--- config.mk ---
export PLATFORM = sky130hd
export DESIGN_NAME = adc0_frame_sender
export DESIGN_NICKNAME = d
export VERILOG_FILES = /design/src/rtl/adc0_frame_sender.sv
export SDC_FILE = /design/constraint.sdc
export NUM_CORES = 1
export LEC_CHECK = 0
export BUFFER_PORTS_ARGS = -buffer_cell sky130_fd_sc_hd__buf_2
export CAP_MARGIN = 10
export CORE_ASPECT_RATIO = 1.25
export CORE_MARGIN = 2
export CORE_UTILIZATION = 55
export CTS_CLUSTER_SIZE = 28
export DETAILED_ROUTE_END_ITERATION = 8
export GPL_TIMING_DRIVEN = 1
export PLACE_DENSITY = 0.74
export SKIP_CTS_REPAIR_TIMING = 1
export SYNTH_ARGS = -nofsm -noshare
export SYNTH_HDL_FRONTEND = slang
export SYNTH_SLANG_ARGS = --single-unit
--- constraint.sdc ---
create_clock -name clk_i -period 2.91 [get_ports clk_i]
set_clock_uncertainty 0.15 [all_clocks]
set_input_delay 0 -clock clk_i [delete_from_list [all_inputs] [get_ports clk_i]]
set_output_delay 0 -clock clk_i [all_outputs]
set_load 0.01 [all_outputs]
--- src/rtl/adc0_frame_sender.sv ---
// adc0_frame_sender: drains the channel-0 capture FIFO into a framed, checksummed byte stream
module adc0_frame_sender #(
  parameter int unsigned FRAME_LEN = 1024,
  parameter logic [7:0]  CHAN_ID   = 8'h00
) (
  input  logic       clk_i,
  input  logic       rst_i,
  input  logic       start_i,
  input  logic       fifo_empty_i,
  input  logic [7:0] fifo_q_i,
  output logic       fifo_rdreq_o,
  output logic       fifo_sclr_o,
  output logic [7:0] tx_data_o,
  output logic       tx_valid_o,
  input  logic       tx_ready_i,
  output logic       busy_o,
  output logic       frame_done_o,
  output logic       underrun_o
);
  localparam logic [15:0] LEN = 16'(FRAME_LEN);
  typedef enum logic [3:0] {IDLE, HDR0, HDR1, CHAN, LENH, LENL, RD, WAITQ, DATA, CSUM, CLEAR} state_t;
  state_t      state_q, state_d;
  logic [15:0] cnt_q, cnt_d;
  logic [7:0]  csum_q, csum_d;
  logic [7:0]  sample_q, sample_d;
  logic        rd_q, rd_d;
  logic        under_q, under_d;
  logic        fire;
  assign fire         = tx_valid_o & tx_ready_i;
  assign tx_valid_o   = state_q inside {HDR0, HDR1, CHAN, LENH, LENL, DATA, CSUM};
  assign fifo_rdreq_o = (state_q == RD) & ~fifo_empty_i;
  assign fifo_sclr_o  = state_q == CLEAR;
  assign frame_done_o = state_q == CLEAR;
  assign busy_o       = state_q != IDLE;
  assign underrun_o   = under_q;
  // Outgoing byte chosen by the current state; zero whenever nothing is offered
  always_comb begin
    tx_data_o = 8'h00;
    case (state_q)
      HDR0:    tx_data_o = 8'hA5;
      HDR1:    tx_data_o = 8'h5A;
      CHAN:    tx_data_o = CHAN_ID;
      LENH:    tx_data_o = LEN[15:8];
      LENL:    tx_data_o = LEN[7:0];
      DATA:    tx_data_o = sample_q;
      CSUM:    tx_data_o = csum_q;
      default: tx_data_o = 8'h00;
    endcase
  end
  // Frame sequencing: header bytes advance on transfer, each sample is read, latched, then offered
  always_comb begin
    state_d  = state_q;
    cnt_d    = cnt_q;
    csum_d   = csum_q;
    sample_d = sample_q;
    rd_d     = rd_q;
    under_d  = under_q;
    case (state_q)
      IDLE: if (start_i) begin
        state_d = HDR0;
        cnt_d   = '0;
        csum_d  = '0;
        under_d = 1'b0;
      end
      HDR0: if (fire) state_d = HDR1;
      HDR1: if (fire) state_d = CHAN;
      CHAN: if (fire) begin
        state_d = LENH;
        csum_d  = csum_q + CHAN_ID;
      end
      LENH: if (fire) begin
        state_d = LENL;
        csum_d  = csum_q + LEN[15:8];
      end
      LENL: if (fire) begin
        state_d = RD;
        csum_d  = csum_q + LEN[7:0];
      end
      RD: begin
        rd_d    = ~fifo_empty_i;
        under_d = under_q | fifo_empty_i;
        state_d = WAITQ;
      end
      WAITQ: begin
        sample_d = rd_q ? fifo_q_i : 8'h00;
        csum_d   = csum_q + sample_d;
        state_d  = DATA;
      end
      DATA: if (fire) begin
        cnt_d   = cnt_q + 16'd1;
        state_d = (cnt_q + 16'd1 == LEN) ? CSUM : RD;
      end
      CSUM:    if (fire) state_d = CLEAR;
      CLEAR:   state_d = IDLE;
      default: state_d = IDLE;
    endcase
  end
  // State and datapath registers; reset leaves the FIFO untouched
  always_ff @(posedge clk_i or posedge rst_i) begin
    if (rst_i) begin
      state_q  <= IDLE;
      cnt_q    <= '0;
      csum_q   <= '0;
      sample_q <= '0;
      rd_q     <= 1'b0;
      under_q  <= 1'b0;
    end else begin
      state_q  <= state_d;
      cnt_q    <= cnt_d;
      csum_q   <= csum_d;
      sample_q <= sample_d;
      rd_q     <= rd_d;
      under_q  <= under_d;
    end
  end
endmodule
Word level (Yosys, flattened, before mapping)
Cells that the tools add are included.
{"block": "word_totals", "out_inout_bits": 14, "wordCells": 62, "in_bits": 13, "reg_bits": 38}
{"block": "op_classes", "addsub": 3, "n_mux": 20, "reduce_logical": 10, "bitwise_logic": 4, "n_eq_ne": 19}
{"op": "4-bit case mux with 10 select lines", "n": 1}
{"op": "8-bit case mux with 5 select lines", "n": 1}
{"op": "4-bit two-way mux", "n": 9}
{"op": "16-bit two-way mux", "n": 2}
{"op": "16-bit case mux with 2 select lines", "n": 1}
{"op": "8-bit two-way mux", "n": 3}
{"op": "8-bit case mux with 3 select lines", "n": 1}
{"op": "16-bit by 1-bit adder with 16-bit output (second input constant)", "n": 1}
{"op": "16-bit by 11-bit equality test with 1-bit output (second input constant)", "n": 1}
{"op": "4-bit by 3-bit equality test with 1-bit output (second input constant)", "n": 4}
{"op": "2-bit inequality test (second input constant)", "n": 8}
{"op": "4-bit equality test (second input constant)", "n": 3}
{"op": "8-bit by 3-bit adder with 8-bit output (second input constant)", "n": 1}
{"op": "8-bit adder", "n": 1}
{"op": "4-bit by 2-bit equality test with 1-bit output (second input constant)", "n": 2}
{"op": "8-bit AND reduction", "n": 1}
{"op": "7-bit nonzero test", "n": 1}
{"op": "3-bit AND reduction", "n": 2}
{"op": "4-bit by 1-bit equality test with 1-bit output (second input constant)", "n": 1}
{"op": "4-bit zero test", "n": 1}
{"op": "2-bit nonzero test", "n": 2}
{"op": "4-bit nonzero test", "n": 1}
{"op": "3-bit nonzero test", "n": 1}
{"op": "1-bit AND", "n": 2}
{"op": "other kinds (5)", "n": 5}

Depth between registers and ports, before layout
Gate-level depths: netlist (run 1).
{"block": "logic_depth", "word_depth": 5, "ltp_mapped": 9, "depth_no_buf": 9}

Worst setup path before layout (run 1)
No wires, ideal clock.
{"block": "synth_path", "path_type": "reg-to-reg", "startpoint": "register rd_q", "endpoint": "register csum_q[6]", "t_arrival_ns": 1.969, "setup_slack_ns": 0.659, "path_buffers": 0, "stages_incl_launch_ff": 10, "synth_period_minus_slack_ns": 2.251, "t_required_ns": 2.627, "path_cell_list": "dfrtp_1 and2_1 ha_1 fa_1 a21o_1 a21oi_1 o21bai_1 a21oi_1 xor2_1 o21ai_0"}
{"block": "synth_between", "elab_chain_len": 3}
{"element": "start, declared", "line_no": "26", "text": "logic rd_q, rd_d;"}
{"element": "start signal, assigned", "line_no": "112", "text": "rd_q <= rd_d;"}
{"element": "8-bit two-way mux", "line_no": "85", "text": "sample_d = rd_q ? fifo_q_i : 8'h00;"}
{"element": "8-bit adder", "line_no": "86", "text": "csum_d = csum_q + sample_d;"}
{"element": "8-bit case mux with 3 select lines", "line_no": "58", "text": "case (state_q)"}
{"element": "end signal, assigned", "line_no": "110", "text": "csum_q <= csum_d;"}
{"element": "end, declared", "line_no": "24", "text": "logic [7:0] csum_q, csum_d;"}
No other way between the ends.
A chain may end at the register's enable or synchronous reset.

Worst setup path after layout (run 1)
{"block": "layout_path", "startpoint": "register rd_q", "endpoint": "register csum_q[7]"}
Same word-level chain as after synthesis.

==> results.yml, run 1 <==
outcome:
  status: "complete, but fails checks"
  violations: "negative hold slack"
critical_path:
  setup.worst_path.end_class: "register"
  critPathKind: "register to register"
  crit_required_ns: 2.93
  crit_fanout: 9
  worstSetupStartpointType: "register"
  critical_path_arrival_ns: 2.55
cts:
  h-tree-depth: 2
  clkSinkCount: 38
  clk_latency_ns: 0.30
  cts_tree: "yes"
  path_clk_slew_ns: 0.09
  cts_root_buf: "clkbuf_8"
  clk_path_buf_depth: 2
  cts_made_buffers: 5
timing:
  setup_viol: 0
  maxSlewViolCount: 0
  finalSetupTns_ns: 0
  whs_ns: -0.00188
  hold_viol: 1
  rsz0062_at_grt: "false"
  fmax_mhz: 395
  slew_headroom_pct: 58.6
  tightest_slew_ns: 0.619
  post-route-min-period_ns: 2.53
  finalCritPeriodShare_pct: 86.9
place:
  place_congestion: 0.874
  port_buffers: 26
  dp_hpwl_microns: 4680
job:
  max_cap_viol_count: 0
floorplan:
  num_rows: 28
  die_w_microns: 66.8
  die_h_microns: 82.5
  core_sq_um: 4730
  dieArea_sq_um: 5510
  initial_core_util_pct: 57.3
  io_pins: 27
logic_synthesis:
  ys_seq_area_share_pct: 35.1
  synthArstFlopShare_pct: 100
  ys_types: 54
  syn_nets: 351
  synth_flop_cell: "dfrtp_1"
  synth_top_area_cell: "dfrtp_1"
  syn_avg_cell_area_sq_um: 8.26
  synthTopCellsByArea: "dfrtp_1 35%, o21ai_0 7.0%, nand2_1 4.8%, nor2_1 4.4%, a21oi_1 4.2%"
  yosys_warnings: 0
  syn_area_sq_um: 2710
  syn-instance-count: 328
  synth_common_cells: "38 x dfrtp_1, 38 x o21ai_0, 35 x nand2_1"
  synth_edf_count: 0
  netlist.area_leader.share_pct: 35.1
  ys_ff_latch: 38
global_routing:
  antenna_found_initial: 0
  grt_pass1_vias: 2275
  grt.overflow.total: 0
  grt_pass1_wl_microns: 10800
  grt_max_degree: 39
  track_usage_pct: 25.4
finish:
  final_layout_size_suffix_gt1_share_pct: 17.4
  multiInputGateArea_sq_um: 1630
  fillCellCount: 419
  diodes: 0
  area_delta_synth_final_pct: 14.8
  register_area_sq_um: 951
  layout.nets: 384
pwr:
  power_density_nw_per_um2: 825
  design_power_total_mw: 2.57
  ir_drop_mv: 0.319
  p_leak_nw: 1.39
detailed_routing:
  post_drt_wl_per_cell_microns: 15.9
  drtAntennaViolNets: 0
  wirelength_microns: 6710
  dr.first_iter.drc_count: 266
  vias: 2550
  drtPass1Iterations: 4
  drc: 0
  detail_route.vias_per_cell: 6.04
worst_hold_path:
  min_path_type: "input port to register"
## logic make-up after synthesis
| logic type | count (synthesis) | synth area share (%) |
|---|---|---|
| buffers and inverters | 30 | 4.85 |
| adder cells (fa/ha/maj) | 10 | 4.90 |
| XOR/XNOR | 12 | 3.88 |
| AND/OR/NAND/NOR | 133 | 25.5 |
| multiplexers | 10 | 4.11 |
| flip-flops | 38 | 35.1 |
| AO/OA/AOI/OAI | 95 | 21.7 |
## sequential cells by signal, indices dropped and copies added (netlist names)
register / cells
cnt_q: 16
rd_q: 1
underrun_o: 1
sample_q: 8
state_q: 4
csum_q: 8
## area by class of cell
type                       count  share of cell area (%)
inverter                       9                    1.09
timing repair buffer          47                    10.1
multi-input combinational    260                    52.3
tap                           60                    2.41
clock inverter                 3                    1.29
sequential                    38                    30.6
clock buffer                   5                    2.21
## worst paths after layout
| path | from | end | slack, ns | depth (start not counted) |
|---|---|---|---|---|
| min in group asynchronous | rst_i | csum_q[5]$_DFFE_PP0P_ | 0.21 | 4 |
| setup reg to reg | rd_q$_DFFE_PP0P_ | csum_q[7]$_DFFE_PP0P_ | 0.38 | 8 |
| hold / removal | fifo_q_i[1] | sample_q[1]$_DFFE_PP0P_ | -0.002 | 3 |
| setup / recovery | rd_q$_DFFE_PP0P_ | csum_q[7]$_DFFE_PP0P_ | 0.38 | 8 |
| max in group asynchronous | rst_i | state_q[0]$_DFFE_PP0P_ | 2.03 | 4 |
| hold reg to reg | sample_q[7]$_DFFE_PP0P_ | sample_q[7]$_DFFE_PP0P_ | 0.36 | 2 |
## metrics by stage
stage	worst slack (ns)	area [sq um]	util, %	hold WS (ns)	instances
final	0.381	3110	65.8	-0.00188	422
after global routing	0.225	3110	65.8	0.0355	422
after CTS	0.375	3000	63.4	-0.326	411
after detailed placement	0.384	2890	61.1	-0.000559	403
after global placement	0.412	2890	61.1	-0.0137	403
after floorplan	0.659	2710	-	-0.0956	328
## cell usage in the layout (no fill, tap or decap), types with 5 or more instances in the layout
cell type / n
a21oi_1: 23
and2_1: 8
buf_2: 26
buf_4: 10
clkbuf_8: 5
dfrtp_1: 38
dlygate4sd3_1: 11
ha_1: 9
inv_1: 9
mux2_2: 9
nand2_1: 35
nand3_1: 10
nand4_1: 8
nor2_1: 32
nor3_1: 7
nor4_1: 5
o21ai_0: 38
xor2_1: 8
## report_power, final
group	leakage [nW]	internal [mW]	switching (mW)	total, mW
Clock	0.0579	0.253	0.202	0.454
Combinational	0.834	0.567	0.659	1.23
Sequential	0.502	0.667	0.221	0.888
Total	1.39	1.49	1.08	2.57
## layer usage
metal / vias to the layer above / routed length (microns) / GRT usage (%)
met3: 13 / 261 / 4.20
met4: 0 / 150 / 8.16
met1: 1216 / 2860 / 30.6
met2: 74 / 3440 / 46.0
li1: 1247 / - / -
met5: - / 0 / 0
## critical path, stage by stage (launching register included)
cell and delay [ns]:
dfrtp_1 0.51, and2_1 0.24, ha_1 0.24, a21o_1 0.19
a21oi_1 0.22, o21ai_0 0.17, o41ai_1 0.39, xnor2_1 0.17
o221ai_1 0.12
Note: power is estimated with default switching activity, not from simulation.
==> run 2, diff against run 1 <==
Settings changed: SETUP_SLACK_MARGIN from default to 0.5.
==> results.yml, run 2 (synthesized netlist as in run 1, its figures left out) <==
floorplan:
  io_pins: 27
  core_sq_um: 4730
  num_rows: 28
  die_w_microns: 66.8
  initial_core_util_pct: 57.3
  die_h_microns: 82.5
  dieArea_sq_um: 5510
finish:
  diodes: 0
  reg.largest.list: "cnt_q (16), csum_q (8), sample_q (8)"
  mostFrequentLayoutCells: "37 x o21ai_0, 37 x dfrtp_1, 35 x nand2_1"
  utilization_pct: 67.1
  layout.nets: 385
  fillCellCount: 403
  area_delta_synth_final_pct: 17.1
  final_area_sq_um: 3170
  regMostFlops: "cnt_q"
  final_layout_size_suffix_gt1_share_pct: 19.8
  largest_reg_flops: 16
  stdcell_count: 423
cts:
  path_clk_slew_ns: 0.09
  clk_latency_ns: 0.30
  clkSinkCount: 38
  cts_tree: "yes"
  clk_path_buf_depth: 2
  cts_root_buf: "clkbuf_8"
  h-tree-depth: 2
  cts_made_buffers: 5
critical_path:
  r2r_start: "rd_q$_DFFE_PP0P_"
  setup.worst_path.end_class: "register"
  r2r-end: "csum_q[6]$_DFFE_PP0P_"
  critPathKind: "register to register"
  r2r.worst_path.cells: 9
  r2r_setup_slack_ns: 0.56
  crit_fanout: 5
  worstSetupStartpointType: "register"
  crit_required_ns: 2.94
  critical_path_arrival_ns: 2.38
job:
  max_cap_viol_count: 0
detailed_routing:
  drc: 0
  vias: 2581
  drtAntennaViolNets: 0
  detail_route.vias_per_cell: 6.10
  dr.first_iter.drc_count: 247
  drtPass1Iterations: 4
  post_drt_wl_per_cell_microns: 16.1
  wirelength_microns: 6830
timing:
  whs_ns: -0.00155
  setup_viol: 0
  finalCritPeriodShare_pct: 80.6
  finalSetupTns_ns: 0
  slew_headroom_pct: 61.4
  hold_viol: 1
  maxSlewViolCount: 0
  tightest_slew_ns: 0.579
  fmax_mhz: 426
  rsz0062_at_grt: "true"
  post-route-min-period_ns: 2.35
outcome:
  violations: "negative hold slack"
  status: "complete, but fails checks"
place:
  port_buffers: 26
  dp_cells: 403
  place_congestion: 0.874
  placed_area_sq_um: 2890
  dp_hpwl_microns: 4680
worst_hold_path:
  min_from: "fifo_q_i[1]"
  min_path_type: "input port to register"
  whs_endpoint: "sample_q[1]$_DFFE_PP0P_"
  whs_path_depth: 3
pwr:
  power.switching_mw: 1.10
  power_switching_share_pct: 42.2
  p_leak_nw: 1.43
  power_density_nw_per_um2: 821
  p_seq_share_pct: 33.8
  comb_power_share_pct: 48.7
  clkPwrFrac_pct: 17.5
  p_int_mw: 1.50
  ir_drop_mv: 0.318
global_routing:
  grt_max_degree: 39
  grt_pass1_vias: 2275
  grt.overflow.total: 0
  track_usage_pct: 25.4
  antenna_found_initial: 0
  grt_pass1_wl_microns: 10800
[run 2: changes by cell type in the layout (fill, tap and decap cells not counted), sizes merged]
cell,delta
buf,+1
[run 2: metal layers]
layer	share of wire (%)	wire (microns)	GRT usage (%)
met3	4.0	271	4.20
met5	0	0	0
met4	2.8	191	8.16
met2	52	3540	46.0
met1	41	2830	30.6
[run 2: power groups by stage]
stage | clock, mW | sequential, mW | combinational [mW]
3_5_place_dp | 0 | 0.892 | 1.20
3_3_place_gp | 0 | 0.886 | 1.18
2_1_floorplan | 0 | 0.784 | 0.944
4_1_cts | 0.461 | 0.881 | 1.21
5_1_grt | 0.483 | 0.905 | 1.40
6_report | 0.456 | 0.881 | 1.27
[run 2: how the worst max path moves through the flow]
stage / depth (start not counted) / end / startpoint
CTS: 8 / csum_q[7]$_DFFE_PP0P_ / rd_q$_DFFE_PP0P_
finish: 9 / csum_q[6]$_DFFE_PP0P_ / rd_q$_DFFE_PP0P_
global placement: 8 / csum_q[7]$_DFFE_PP0P_ / rd_q$_DFFE_PP0P_
detailed placement: 8 / csum_q[7]$_DFFE_PP0P_ / rd_q$_DFFE_PP0P_
floorplan: 9 / csum_q[6]$_DFFE_PP0P_ / rd_q$_DFFE_PP0P_
global route: 9 / csum_q[6]$_DFFE_PP0P_ / rd_q$_DFFE_PP0P_
[run 2: per-stage QoR]
stage	power [mW]	setup WS (ns)	hold WS, ns
floorplan	1.73	0.659	-0.0956
global placement	2.07	0.412	-0.0137
detailed placement	2.09	0.384	-0.000559
CTS	2.55	0.375	-0.326
global route	2.79	0.442	0.0330
finish	2.60	0.564	-0.00155
[run 2: worst max-delay path, cell delays in order (launching register included)]
cell	delay, ns
dfrtp_2	0.44
and2_1	0.16
ha_1	0.21
fa_1	0.42
a21o_1	0.21
a21oi_2	0.17
o21bai_1	0.08
a21oi_1	0.17
xor2_1	0.15
o21ai_0	0.08
[run 2: area by class of cell]
cell class,count,area (sq um),share of cell area [%]
Sequential cell,38,952,30.0
Multi-Input combinational cell,260,1680,52.9
Inverter,9,33.8,1.07
Clock buffer,5,68.8,2.17
Clock inverter,3,40.0,1.26
Tap cell,60,75.1,2.37
Timing Repair Buffer,48,323,10.2
